**src/rtl/piso_pkg.sv**
```systemverilog
// rtl/piso_pkg.sv - shared state encodings and default parameters for the PISO serializer
package piso_pkg;

    typedef enum logic [1:0] {
        ST_IDLE   = 2'd0,
        ST_SHIFT  = 2'd1,
        ST_PARITY = 2'd2,
        ST_DONE   = 2'd3
    } state_t;

    localparam int DATA_W_DEF  = 8;
    localparam int CLK_DIV_DEF = 4;

endpackage

```
**src/rtl/strobe_div.sv**
```systemverilog
// rtl/strobe_div.sv - bit-period divider producing a one-cycle terminal-count strobe
//
// Ports:
//   clk  - system clock
//   rst  - synchronous active-high reset
//   en   - count enable (high while a bit period is running)
//   clr  - synchronous clear, restarts the bit period at 0
//   tc   - high for the cycle in which the count sits at CLK_DIV-1 while enabled
module strobe_div #(
    parameter int CLK_DIV = 4
) (
    input  logic clk,
    input  logic rst,
    input  logic en,
    input  logic clr,
    output logic tc
);

    localparam int CNT_W = (CLK_DIV > 1) ? $clog2(CLK_DIV) : 1;
    localparam logic [CNT_W-1:0] TERM = CNT_W'(CLK_DIV - 1);

    logic [CNT_W-1:0] cnt;

    // Returns to 0 after the terminal value so every bit period is exactly CLK_DIV cycles.
    always_ff @(posedge clk) begin
        if (rst || clr) begin
            cnt <= '0;
        end else if (en) begin
            if (cnt == TERM) begin
                cnt <= '0;
            end else begin
                cnt <= cnt + CNT_W'(1);
            end
        end
    end

    assign tc = en && (cnt == TERM);

endmodule

```
**src/rtl/piso_serializer.sv**
```systemverilog
// rtl/piso_serializer.sv - parallel-in/serial-out transmitter, MSB first, one strobe per bit
//
// Optional feature: define PISO_PARITY_EN to append an even-parity bit period after the data bits.
//
// Ports:
//   i_CLK    - system clock, rising edge
//   i_RST    - synchronous active-high reset
//   i_DATA   - word to transmit, captured on the valid/ready handshake
//   i_VALID  - i_DATA valid
//   o_READY  - word can be accepted this cycle (IDLE only)
//   o_SDO    - serial data, held for a full bit period
//   o_SFT    - one-cycle shift strobe at the end of each bit period
//   o_BUSY   - a word is being shifted out
//   o_DONE   - one-cycle pulse after the final strobe
module piso_serializer
    import piso_pkg::*;
#(
    parameter int DATA_W  = DATA_W_DEF,
    parameter int CLK_DIV = CLK_DIV_DEF
) (
    input  logic              i_CLK,
    input  logic              i_RST,
    input  logic [DATA_W-1:0] i_DATA,
    input  logic              i_VALID,
    output logic              o_READY,
    output logic              o_SDO,
    output logic              o_SFT,
    output logic              o_BUSY,
    output logic              o_DONE
);

    localparam int CNT_W = $clog2(DATA_W + 1);
    localparam logic [CNT_W-1:0] LAST_BIT = CNT_W'(DATA_W - 1);

    state_t            state;
    state_t            state_nxt;
    logic [DATA_W-1:0] shreg;
    logic [CNT_W-1:0]  bit_cnt;
    logic              load;
    logic              div_en;
    logic              div_tc;
`ifdef PISO_PARITY_EN
    logic              parity_bit;
`endif

    assign load  = i_VALID && o_READY;
    assign o_SFT = div_tc;

    strobe_div #(
        .CLK_DIV (CLK_DIV)
    ) u_div (
        .clk (i_CLK),
        .rst (i_RST),
        .en  (div_en),
        .clr (load),
        .tc  (div_tc)
    );

    always_ff @(posedge i_CLK) begin
        if (i_RST) begin
            state <= ST_IDLE;
        end else begin
            state <= state_nxt;
        end
    end

    always_comb begin
        state_nxt = state;
        o_READY   = 1'b0;
        o_BUSY    = 1'b0;
        o_DONE    = 1'b0;
        div_en    = 1'b0;
        // The shift register MSB is the current bit; it drains to 0 by the end of a word.
        o_SDO     = shreg[DATA_W-1];
        case (state)
            ST_IDLE: begin
                o_READY = 1'b1;
                if (i_VALID) begin
                    state_nxt = ST_SHIFT;
                end
            end
            ST_SHIFT: begin
                o_BUSY = 1'b1;
                div_en = 1'b1;
                if (div_tc && (bit_cnt == LAST_BIT)) begin
`ifdef PISO_PARITY_EN
                    state_nxt = ST_PARITY;
`else
                    state_nxt = ST_DONE;
`endif
                end
            end
`ifdef PISO_PARITY_EN
            ST_PARITY: begin
                o_BUSY = 1'b1;
                div_en = 1'b1;
                o_SDO  = parity_bit;
                if (div_tc) begin
                    state_nxt = ST_DONE;
                end
            end
`endif
            ST_DONE: begin
                o_DONE    = 1'b1;
                state_nxt = ST_IDLE;
            end
            default: begin
                state_nxt = ST_IDLE;
            end
        endcase
    end

    // Reset has priority over a same-cycle handshake, so nothing is loaded then.
    always_ff @(posedge i_CLK) begin
        if (i_RST) begin
            shreg   <= '0;
            bit_cnt <= '0;
        end else if (load) begin
            shreg   <= i_DATA;
            bit_cnt <= '0;
        end else if ((state == ST_SHIFT) && div_tc) begin
            shreg   <= {shreg[DATA_W-2:0], 1'b0};
            bit_cnt <= bit_cnt + CNT_W'(1);
        end
    end

`ifdef PISO_PARITY_EN
    always_ff @(posedge i_CLK) begin
        if (i_RST) begin
            parity_bit <= 1'b0;
        end else if (load) begin
            parity_bit <= ^i_DATA;
        end
    end
`endif

endmodule

```
**config.mk**
```make
export PLATFORM = sky130hd
export DESIGN_NAME = piso_serializer
export DESIGN_NICKNAME = d
export VERILOG_FILES = /design/src/rtl/piso_pkg.sv /design/src/rtl/strobe_div.sv /design/src/rtl/piso_serializer.sv
export SDC_FILE = /design/constraint.sdc
export NUM_CORES = 1
export LEC_CHECK = 0
export ABC_AREA = 1
export BUFFER_PORTS_ARGS = -buffer_cell sky130_fd_sc_hd__buf_2
export CAP_MARGIN = 20
export CORE_MARGIN = 1.5
export CORE_UTILIZATION = 30
export CTS_CLUSTER_SIZE = 28
export DETAILED_ROUTE_END_ITERATION = 8
export SLEW_MARGIN = 15
export SYNTH_ARGS = -nofsm -noshare
export SYNTH_HDL_FRONTEND = slang
export SYNTH_SLANG_ARGS = --single-unit
```
**constraint.sdc**
```tcl
create_clock -name i_CLK -period 2 [get_ports i_CLK]
set_clock_uncertainty 0.1 [all_clocks]
set_input_delay 0.4 -clock i_CLK [delete_from_list [all_inputs] [get_ports i_CLK]]
set_output_delay 0.4 -clock i_CLK [all_outputs]
set_load 0.05 [all_outputs]
```
Yosys cells after proc, flatten, opt, wreduce, memory -nomap -nowiden
Cells that the tools add are included.

storage, ports and cells
  latch bits = 0
  bits of input ports = 11
  register bits = 16
  memory bits (writable) = 0
  logic and storage cells = 30
  memories kept = 0
  output and inout port bits = 5
  memory bits (read-only) = 0

operators by class
  bitwise logic cells = 0
  shifts and indexed selects = 0
  eq/ne operators = 6
  $lt $le $gt $ge = 0
  reduce and logical (&&, ||, !) cells = 9
  muxes and demuxes = 9
  add/sub/neg operators = 2
  multipliers = 0
  div/mod/pow operators = 0

operators with widths
  cell                 count
  $mux 8               2
  $mux 2               3
  $add 4x1->4 const B  1
  $eq 2x2->1 const B   2
  $eq 4x3->1 const B   1
  $logic_and 1x1->1    4
  $ne 2x2->1 const B   2
  $pmux 2 s2           1
  $mux 1               3
  $add 2x1->2 const B  1
  $eq 2x1->1 const B   1
  $logic_not 2->1      1
  $reduce_and 2->1     1
  $reduce_bool 2->1    1
  $reduce_or 2->1      1
  $logic_or 1x1->1     1

Depth between registers and ports, before layout
Gate-level depths: netlist of run 1.

  depth in word-level cells = 6
  depth in mapped cells = 7
  gate-level depth less buffers = 7

Hierarchy
From an unflattened synthesis of run 1, not the netlist that was laid out.

second synthesis, totals
  cells, all modules = 115
  area total of the unflattened synthesis = 818.3 um^2

modules (own cells, without submodules)
  module           cells each  seq. area each (um^2)  instances  area an instance (um^2)
  piso_serializer  99          280.3                  1          713.2
  strobe_div       16          40.0                   1          105.1

Least setup slack after synthesis of run 1
No wires, ideal clock.

  kind = reg-to-output
  start point = register u_div.cnt[0]
  end point = output o_SFT
  arrival = 0.927 ns
  cell stages (with the launch flop) = 4
  path slack = 0.573 ns
  buffers on the path = 0
  required time = 1.500 ns
  cell sequence = dfxtp_1 -> ha_1 -> nand3_2 -> inv_2

between the ends
  cells in the longest elaborated chain, start to end = 2

ends and longest elaborated chain
  element                 RTL line               source
  start, declared         strobe_div.sv:22       logic [CNT_W-1:0] cnt;
  start signal, assigned  strobe_div.sv:32       cnt <= cnt + CNT_W'(1);
  $eq 2x2->1              strobe_div.sv:37       assign tc = en && (cnt == TERM);
  $logic_and 1x1->1       strobe_div.sv:37
  end, declared           piso_serializer.sv:27  output logic o_SFT,

No other way between the ends.

Worst setup path in the final report of run 1
Same ends and word-level chain as after synthesis.

==> results_dict.tcl, run 1 <==
set metrics [dict create \
    cts_tree "built" \
    cts_buffers 3 \
    die_width_um 54.5 \
    ys_ff_latch 16 \
    antenna_cells 0 \
    final_cell_mix "nand2_1 (25), dfxtp_1 (16), buf_2 (15)" \
    design_area_um2 911 \
    start_util 0.318 \
    grt_pass1_wl_um 2670 \
    internal_power_mw 0.434 \
    hpwlAfterDp_um 1280 \
    crit_chain "ha_1 -> nand3_2 -> inv_2 -> buf_2" \
    ys_types 21 \
    post-route-min-period_ns 1.89 \
    switching_power_mw 0.163 \
    critPathKind "register to primary output" \
    drive_gt1_frac 0.246 \
    finalSetupViolations 0 \
    antenna_found_initial 0 \
    route.detailed.drc 0 \
    die-area_um2 2970 \
    syn_inst 107 \
    via_count 715 \
    ctsResizeCount 0 \
    synth_nets 120 \
    p_leak_nw 0.439 \
    finalCritPeriodShare 0.947 \
    synth.area.top_cells "dfxtp_1 (40%), nand2_1 (12%), nand3_1 (8.2%), a21oi_1 (6.3%), inv_1 (4.3%)" \
    ant_nets 0 \
    layout_setup_ws_ns 0.105 \
    grt_setup_unrepaired "false" \
    rows 18 \
    tns_ns 0 \
    yosysTopAreaCellShare 0.403 \
    critPathRequiredTime_ns 1.50 \
    grt_pass1_vias 639 \
    hold_buffers 0 \
    swShare 0.273 \
    clkPwrFrac 0.272 \
    grtUsageTotal 0.127 \
    vias_per_cell 4.70 \
    core-area_um2 2500 \
    status "complete, no violations" \
    worst_slew_pin_slew_ns 0.284 \
    layout_commonest_cell "nand2_1" \
    nets 137 \
    crit_path_end_kind "primary output" \
    ys_seq_area_frac 0.403 \
    synth_top_area_cell "dfxtp_1" \
    max-cap-violations 0 \
    syn_area_um2 795 \
    syn_to_final_growth_pct 14.6 \
    cts_sinks 16 \
    drv_slew 0 \
    finalWirelength_um 1620 \
    cts_max_path_buffers 2 \
    p_seq_frac 0.575 \
    timing.fmax_ghz 0.528 \
    start_kind "register" \
    io_pins 16 \
    cts.clk_slew.worst_paths_ns 0.08 \
    place_congestion 0.722 \
    r2r_slack_ns 0.50 \
    irDropWorstVdd_mv 0.416 \
    drt_iter0_drc 18 \
    cpPeakStageDelay_ns 0.36 \
    cp.arrival_ns 1.39 \
    overflow 0 \
    hp-class "input port to register" \
    wire_per_inst_um 10.7 \
    place_area_um2 888 \
    yosysWarnings 0 \
    cts-root-buf "clkbuf_4" \
    hold_viol 0 \
    slew-limit-headroom 0.810 \
    io_buffers 15 \
    slowest_stage "dfxtp_1" \
    fp.dieH_um 54.5 \
    clock_latency_ns 0.28 \
    grt_start_max_net_pins 14 \
    drtPass1Iterations 4 \
    avgSynthCellArea_um2 7.43 \
    dpl_worst_slack_ns 0.410 \
    power.density_nw_per_um2 655 \
    htreeDepth 1 \
    p_comb_frac 0.153 \
    cts_setup_buffers 0 \
    worst-path-max-fanout 6 \
]
## metal layers
layer / GRT usage / vias up / part of all wire
li1: - / 380 / -
met1: 0.151 / 322 / 0.45
met2: 0.219 / 9 / 0.50
met3: 0.0191 / 4 / 0.038
met4: 0.0625 / 0 / 0.014
met5: 0 / - / 0
## cells in the mapped netlist
| cell | instances |
|---|---|
| nand2_1 | 25 |
| dfxtp_1 | 16 |
| nand3_1 | 13 |
| a21oi_1 | 10 |
| inv_1 | 9 |
| nor2_1 | 8 |
| buf_4 | 3 |
| inv_2 | 3 |
| nand3b_1 | 3 |
| nand4_1 | 3 |
| ha_1 | 2 |
| nor2_4 | 2 |
| nor3_2 | 2 |
| clkbuf_1 | 1 |
| clkinv_4 | 1 |
| nand2_2 | 1 |
| nand2_4 | 1 |
| nand3_2 | 1 |
| nor3_1 | 1 |
| o21ai_1 | 1 |
| xor2_1 | 1 |
## cell type report
| type | instances | area (um2) |
|---|---|---|
| tap | 30 | 37.5 |
| timing repair buffer | 16 | 82.6 |
| clock buffer | 3 | 22.5 |
| fill | 277 | 1590 |
| sequential | 16 | 320 |
| inverter | 13 | 53.8 |
| multi-input combinational | 74 | 394 |
## through the flow
step	std cells	utilization	hold slack (ns)	power [mW]
6_report	152	0.364	0.258	0.597
5_1_grt	152	0.364	0.253	0.637
4_1_cts	152	0.364	0.254	0.605
3_5_place_dp	149	0.355	0.379	0.443
3_3_place_gp	149	0.355	0.357	0.441
2_1_floorplan	107	-	0.345	0.421
## power groups by stage
stage	sequential [mW]	clock, mW	combinational, mW
after global routing	0.345	0.188	0.103
after detailed placement	0.351	0	0.0923
after global placement	0.350	0	0.0910
after CTS	0.343	0.169	0.0925
after floorplan	0.350	0	0.0715
final	0.343	0.162	0.0913
## critical path: cells and delay by family (launching register included)
kind / cells / cell delay, ns
adder cells (fa/ha/maj): 1 / 0.26
buffers and inverters: 2 / 0.38
flip-flops: 1 / 0.36
AND/OR/NAND/NOR: 1 / 0.11
## worst paths after layout
check / depth (start not counted) / end / startpoint
worst max register to register: 7 / bit_cnt[3]$_SDFFE_PP0P_ / u_div.cnt[0]$_SDFFE_PP0N_
worst max-delay path: 4 / o_SFT / u_div.cnt[0]$_SDFFE_PP0N_
worst min-delay path: 3 / shreg[6]$_SDFFE_PP0P_ / i_DATA[6]
worst min register to register: 2 / shreg[0]$_SDFFE_PP0P_ / shreg[0]$_SDFFE_PP0P_
## cells by family (layout without fill, tap and decap cells)
| kind of cell | after synthesis | after routing | synth area share |
|---|---|---|---|
| simple gates | 60 | 60 | 0.384 |
| buf+inv | 17 | 32 | 0.101 |
| flops | 16 | 16 | 0.403 |
| compound gates | 11 | 11 | 0.0693 |
| fa+ha+maj | 2 | 2 | 0.0315 |
| xor+xnor | 1 | 1 | 0.0110 |
## registers in the layout, summed over array words and instances (netlist names)
signal and flops:
bit_cnt 4, u_div.cnt 2, state 2, shreg 8
No activity file was read; power rests on OpenSTA's default activity.
==> inputs of run 2 (changes only) <==
--- a/config.mk
+++ b/config.mk
@@ -8,6 +8,7 @@
 export ABC_AREA = 1
 export BUFFER_PORTS_ARGS = -buffer_cell sky130_fd_sc_hd__buf_2
 export CAP_MARGIN = 20
+export CORE_ASPECT_RATIO = 1.25
 export CORE_MARGIN = 1.5
 export CORE_UTILIZATION = 30
 export CTS_CLUSTER_SIZE = 28
==> run 2 against run 1 <==
Net effect: total power rose by 8.0%; worst setup slack got worse by 0.017 ns; routed wire length rose by 2.2%; die area barely moved; critical endpoint unchanged; critical path depth did not move; fmax fell by 0.89%; largest cell class unchanged; combinational power barely moved; sequential share of layout area fell by 0.66 points; non-clock buffer count did not move; flip-flop and latch count did not move; via count rose by 1.4%; cell count rose by 2.6%.
==> results_dict.tcl, run 2 (synthesis gave the netlist of run 1 again) <==
set metrics [dict create \
    switching_power_mw 0.170 \
    via_count 725 \
    drtPass1Iterations 2 \
    route.detailed.drc 0 \
    critPathKind "register to primary output" \
    stdcell_count 156 \
    cts_max_path_buffers 2 \
    grt_pass1_vias 689 \
    clkPwrFrac 0.325 \
    drive_gt1_frac 0.252 \
    clock_latency_ns 0.28 \
    cts_setup_buffers 0 \
    rows 20 \
    nets 137 \
    io_pins 16 \
    internal_power_mw 0.475 \
    power.density_nw_per_um2 694 \
    finalPower_mw 0.644 \
    status "complete, no violations" \
    largest_reg_flops 8 \
    antenna_cells 0 \
    layout_commonest_cell "nand2_1" \
    slew-limit-headroom 0.805 \
    nFillCells 275 \
    start_kind "register" \
    max_flop_register "shreg" \
    p_comb_frac 0.142 \
    critPathRequiredTime_ns 1.50 \
    timing.fmax_ghz 0.523 \
    worst-path-max-fanout 6 \
    post-route-min-period_ns 1.91 \
    worst_slew_pin_slew_ns 0.292 \
    tns_ns 0 \
    cp.arrival_ns 1.41 \
    ant_nets 0 \
    final_cell_mix "nand2_1 (25), dfxtp_1 (16), buf_2 (15)" \
    core-area_um2 2480 \
    p_leak_nw 0.446 \
    irDropWorstVdd_mv 0.389 \
    utilization 0.375 \
    drt_iter0_drc 6 \
    hpwlAfterDp_um 1270 \
    antenna_found_initial 0 \
    p_seq_frac 0.533 \
    htreeDepth 1 \
    hp-class "input port to register" \
    hold_buffers 0 \
    grt_start_max_net_pins 14 \
    reg_top3 "shreg x8, bit_cnt x4" \
    drv_slew 0 \
    multi_input_area_um2 394 \
    syn_to_final_growth_pct 16.9 \
    vias_per_cell 4.65 \
    grt_setup_unrepaired "false" \
    swShare 0.263 \
    grtUsageTotal 0.128 \
    place_congestion 0.727 \
    wire_per_inst_um 10.6 \
    cts_sinks 16 \
    finalCritPeriodShare 0.956 \
    io_buffers 15 \
    die-area_um2 2970 \
    die_width_um 49.0 \
    start_util 0.321 \
    dpl.cell_count 152 \
    fp.dieH_um 60.5 \
    overflow 0 \
    cts-root-buf "clkbuf_4" \
    cts_tree "built" \
    cts_buffers 3 \
    grt_pass1_wl_um 2900 \
    ctsResizeCount 0 \
    hold_viol 0 \
    finalWirelength_um 1660 \
    crit_path_end_kind "primary output" \
    seq_area_um2 320 \
    max-cap-violations 0 \
    finalSetupViolations 0 \
    cts.clk_slew.worst_paths_ns 0.09 \
]
==> run 2: cell count changes in the layout (fill, tap and decap cells not counted) <==
cell / change
clkbuf_8: +1
==> run 2: per-stage QoR <==
step	worst slack (ns)	cell area [um2]	hold WS [ns]
after CTS	0.0797	928	0.255
after global routing	0.00946	928	0.264
after floorplan	0.573	795	0.345
after detailed placement	0.405	892	0.361
final	0.0882	928	0.262
after global placement	0.442	892	0.356
==> run 2: path summary, 6_finish.rpt <==
| kind | startpoint | end | slack (ns) | cells after the start |
|---|---|---|---|---|
| setup / recovery | u_div.cnt[0]$_SDFFE_PP0N_ | o_SFT | 0.09 | 4 |
| hold / removal | i_DATA[0] | shreg[0]$_SDFFE_PP0P_ | 0.26 | 3 |
| setup reg to reg | u_div.cnt[0]$_SDFFE_PP0N_ | bit_cnt[3]$_SDFFE_PP0P_ | 0.50 | 7 |
| hold reg to reg | u_div.cnt[1]$_SDFFE_PP0N_ | u_div.cnt[1]$_SDFFE_PP0N_ | 0.37 | 2 |
==> run 2: area by class of cell <==
type | count | share of cell area
Clock buffer | 4 | 0.0391
Inverter | 13 | 0.0580
Multi-Input combinational cell | 74 | 0.425
Sequential cell | 16 | 0.345
Tap cell | 33 | 0.0445
Timing Repair Buffer | 16 | 0.0889
==> run 2: layer usage <==
layer / GRT usage / share of wire
met1: 0.136 / 0.42
met2: 0.243 / 0.53
met3: 0.0222 / 0.037
met4: 0.0735 / 0.0091
met5: 0 / 0
==> run 2: critical path, cell delays in order (launching register included) <==
cell and delay (ns):
dfxtp_1 0.37, ha_1 0.26, nand3_2 0.11, inv_2 0.12, buf_2 0.27
==> run 2: power groups by stage <==
stage	clock (mW)	combinational (mW)	sequential [mW]
floorplan	0	0.0715	0.350
global placement	0	0.0908	0.350
detailed placement	0	0.0924	0.351
CTS	0.220	0.0931	0.343
global route	0.225	0.103	0.346
finish	0.209	0.0914	0.343
==> inputs of run 3 (changes only) <==
--- a/config.mk
+++ b/config.mk
@@ -13,6 +13,7 @@
 export CORE_UTILIZATION = 30
 export CTS_CLUSTER_SIZE = 28
 export DETAILED_ROUTE_END_ITERATION = 8
+export SETUP_SLACK_MARGIN = 0.1
 export SLEW_MARGIN = 15
 export SYNTH_ARGS = -nofsm -noshare
 export SYNTH_HDL_FRONTEND = slang
==> run 3 against run 2 <==
Net effect: non-clock buffer count is the same; critical endpoint unchanged; clock-buffer cell count is the same; largest cell class unchanged; total power is essentially flat; critical path depth is the same; core utilization grew 0.25 points.
==> results_dict.tcl, run 3 (synthesis gave the netlist of run 1 again) <==
set metrics [dict create \
    status "complete, no violations" \
    hold_end "shreg[0]$_SDFFE_PP0P_" \
    r2r_slack_ns 0.54 \
    largest_reg_flops 8 \
    overflow 0 \
    critPathRequiredTime_ns 1.50 \
    via_count 724 \
    r2r-end "bit_cnt[3]$_SDFFE_PP0P_" \
    antenna_cells 0 \
    die_width_um 49.0 \
    cts_tree "built" \
    seq_area_um2 322 \
    max_flop_register "shreg" \
    drive_gt1_frac 0.268 \
    fp.dieH_um 60.5 \
    reg_top3 "shreg x8, bit_cnt x4" \
    p_comb_frac 0.142 \
    tns_ns 0 \
    hold_depth 3 \
    vias_per_cell 4.64 \
    final_cell_mix "nand2_1 (25), dfxtp_1 (15), buf_2 (14)" \
    io_pins 16 \
    nFillCells 274 \
    whs_ns 0.262 \
    drtPass1Iterations 2 \
    drt_iter0_drc 6 \
    cts_max_path_buffers 2 \
    crit_chain "ha_2 -> nand3_2 -> inv_2 -> buf_4" \
    route.detailed.drc 0 \
    rows 20 \
    crit_path_end_kind "primary output" \
    grt_setup_unrepaired "false" \
    ant_nets 0 \
    grt_start_max_net_pins 14 \
    multi_input_area_um2 397 \
    max-cap-violations 0 \
    layout_commonest_cell "nand2_1" \
    p_seq_frac 0.533 \
    slowest_stage "dfxtp_1" \
    irDropWorstVdd_mv 0.389 \
    place_congestion 0.727 \
    hp-class "input port to register" \
    p_leak_nw 0.443 \
    grt_pass1_wl_um 2900 \
    finalSetupViolations 0 \
    cts.clk_slew.worst_paths_ns 0.09 \
    min_from "i_DATA[0]" \
    slew-limit-headroom 0.834 \
    hold_viol 0 \
    cts_sinks 16 \
    finalCritPeriodShare 0.905 \
    start_util 0.321 \
    wire_per_inst_um 10.6 \
    swShare 0.263 \
    timing.fmax_ghz 0.552 \
    hpwlAfterDp_um 1270 \
    cts_buffers 3 \
    htreeDepth 1 \
    cpPeakStageDelay_ns 0.37 \
    grtUsageTotal 0.128 \
    antenna_found_initial 0 \
    die-area_um2 2970 \
    worst_slew_pin_slew_ns 0.251 \
    timing.rr.start "u_div.cnt[0]$_SDFFE_PP0N_" \
    switching_power_mw 0.170 \
    post-route-min-period_ns 1.81 \
    power.density_nw_per_um2 690 \
    clock_latency_ns 0.28 \
    clkPwrFrac 0.325 \
    nets 137 \
    r2r.worst_path.cells 7 \
    drv_slew 0 \
    io_buffers 15 \
    worst-path-max-fanout 6 \
    finalWirelength_um 1660 \
    internal_power_mw 0.475 \
    syn_to_final_growth_pct 17.6 \
    core-area_um2 2480 \
    cp.arrival_ns 1.31 \
    cts-root-buf "clkbuf_4" \
    grt_pass1_vias 689 \
    critPathKind "register to primary output" \
    start_kind "register" \
]
## run 3: layout make-up
class | instances | share of cell area
Multi-Input combinational cell | 74 | 0.424
Sequential cell | 16 | 0.344
Timing Repair Buffer | 16 | 0.0910
Inverter | 13 | 0.0576
Tap cell | 33 | 0.0442
Clock buffer | 4 | 0.0388
## run 3: power groups by stage
stage	clock network, mW	registers, mW	logic (mW)
6_report	0.209	0.344	0.0916
5_1_grt	0.225	0.346	0.103
3_5_place_dp	0	0.351	0.0924
4_1_cts	0.220	0.343	0.0932
3_3_place_gp	0	0.350	0.0908
2_1_floorplan	0	0.350	0.0715
## run 3: worst max path at each step
stage / startpoint / endpoint / slack (ns) / cells after the start
4_1_cts: u_div.cnt[0]$_SDFFE_PP0N_ / o_SFT / 0.14 / 4
6_report: u_div.cnt[0]$_SDFFE_PP0N_ / o_SFT / 0.19 / 4
3_3_place_gp: u_div.cnt[0]$_SDFFE_PP0N_ / o_SFT / 0.44 / 4
3_5_place_dp: u_div.cnt[0]$_SDFFE_PP0N_ / o_SFT / 0.41 / 4
2_1_floorplan: u_div.cnt[0]$_SDFFE_PP0N_ / o_SFT / 0.57 / 3
5_1_grt: u_div.cnt[0]$_SDFFE_PP0N_ / o_SFT / 0.12 / 4
## run 3: timing repair
action | 4_1_cts | 5_1_grt
gates resized for setup | 1 | 2
endpoints found under the hold margin | 0 | 0
setup endpoints to repair | 1 | 2
hold buffers | 0 | 0
setup buffers | 0 | 0
## run 3: critical path: cells and delay by family, from the launching register on
family	cells	cell delay, ns
flops	1	0.37
buf+inv	2	0.32
fa+ha+maj	1	0.24
simple gates	1	0.09
## run 3: routing by layer
| layer | GRT usage | up-vias | share of wire |
|---|---|---|---|
| met5 | 0 | - | 0 |
| met4 | 0.0735 | 0 | 0.0091 |
| met3 | 0.0222 | 2 | 0.037 |
| met2 | 0.243 | 11 | 0.53 |
| met1 | 0.136 | 331 | 0.42 |
| li1 | - | 380 | - |
## run 3: stage by stage
stage,utilization,worst slack (ns),instances,instance area (um2),total power [mW]
after floorplan,-,0.573,107,795,0.421
after global placement,0.360,0.442,152,892,0.441
after detailed placement,0.360,0.405,152,892,0.443
after CTS,0.376,0.141,156,931,0.657
after global routing,0.377,0.122,156,935,0.675
final,0.377,0.190,156,935,0.645
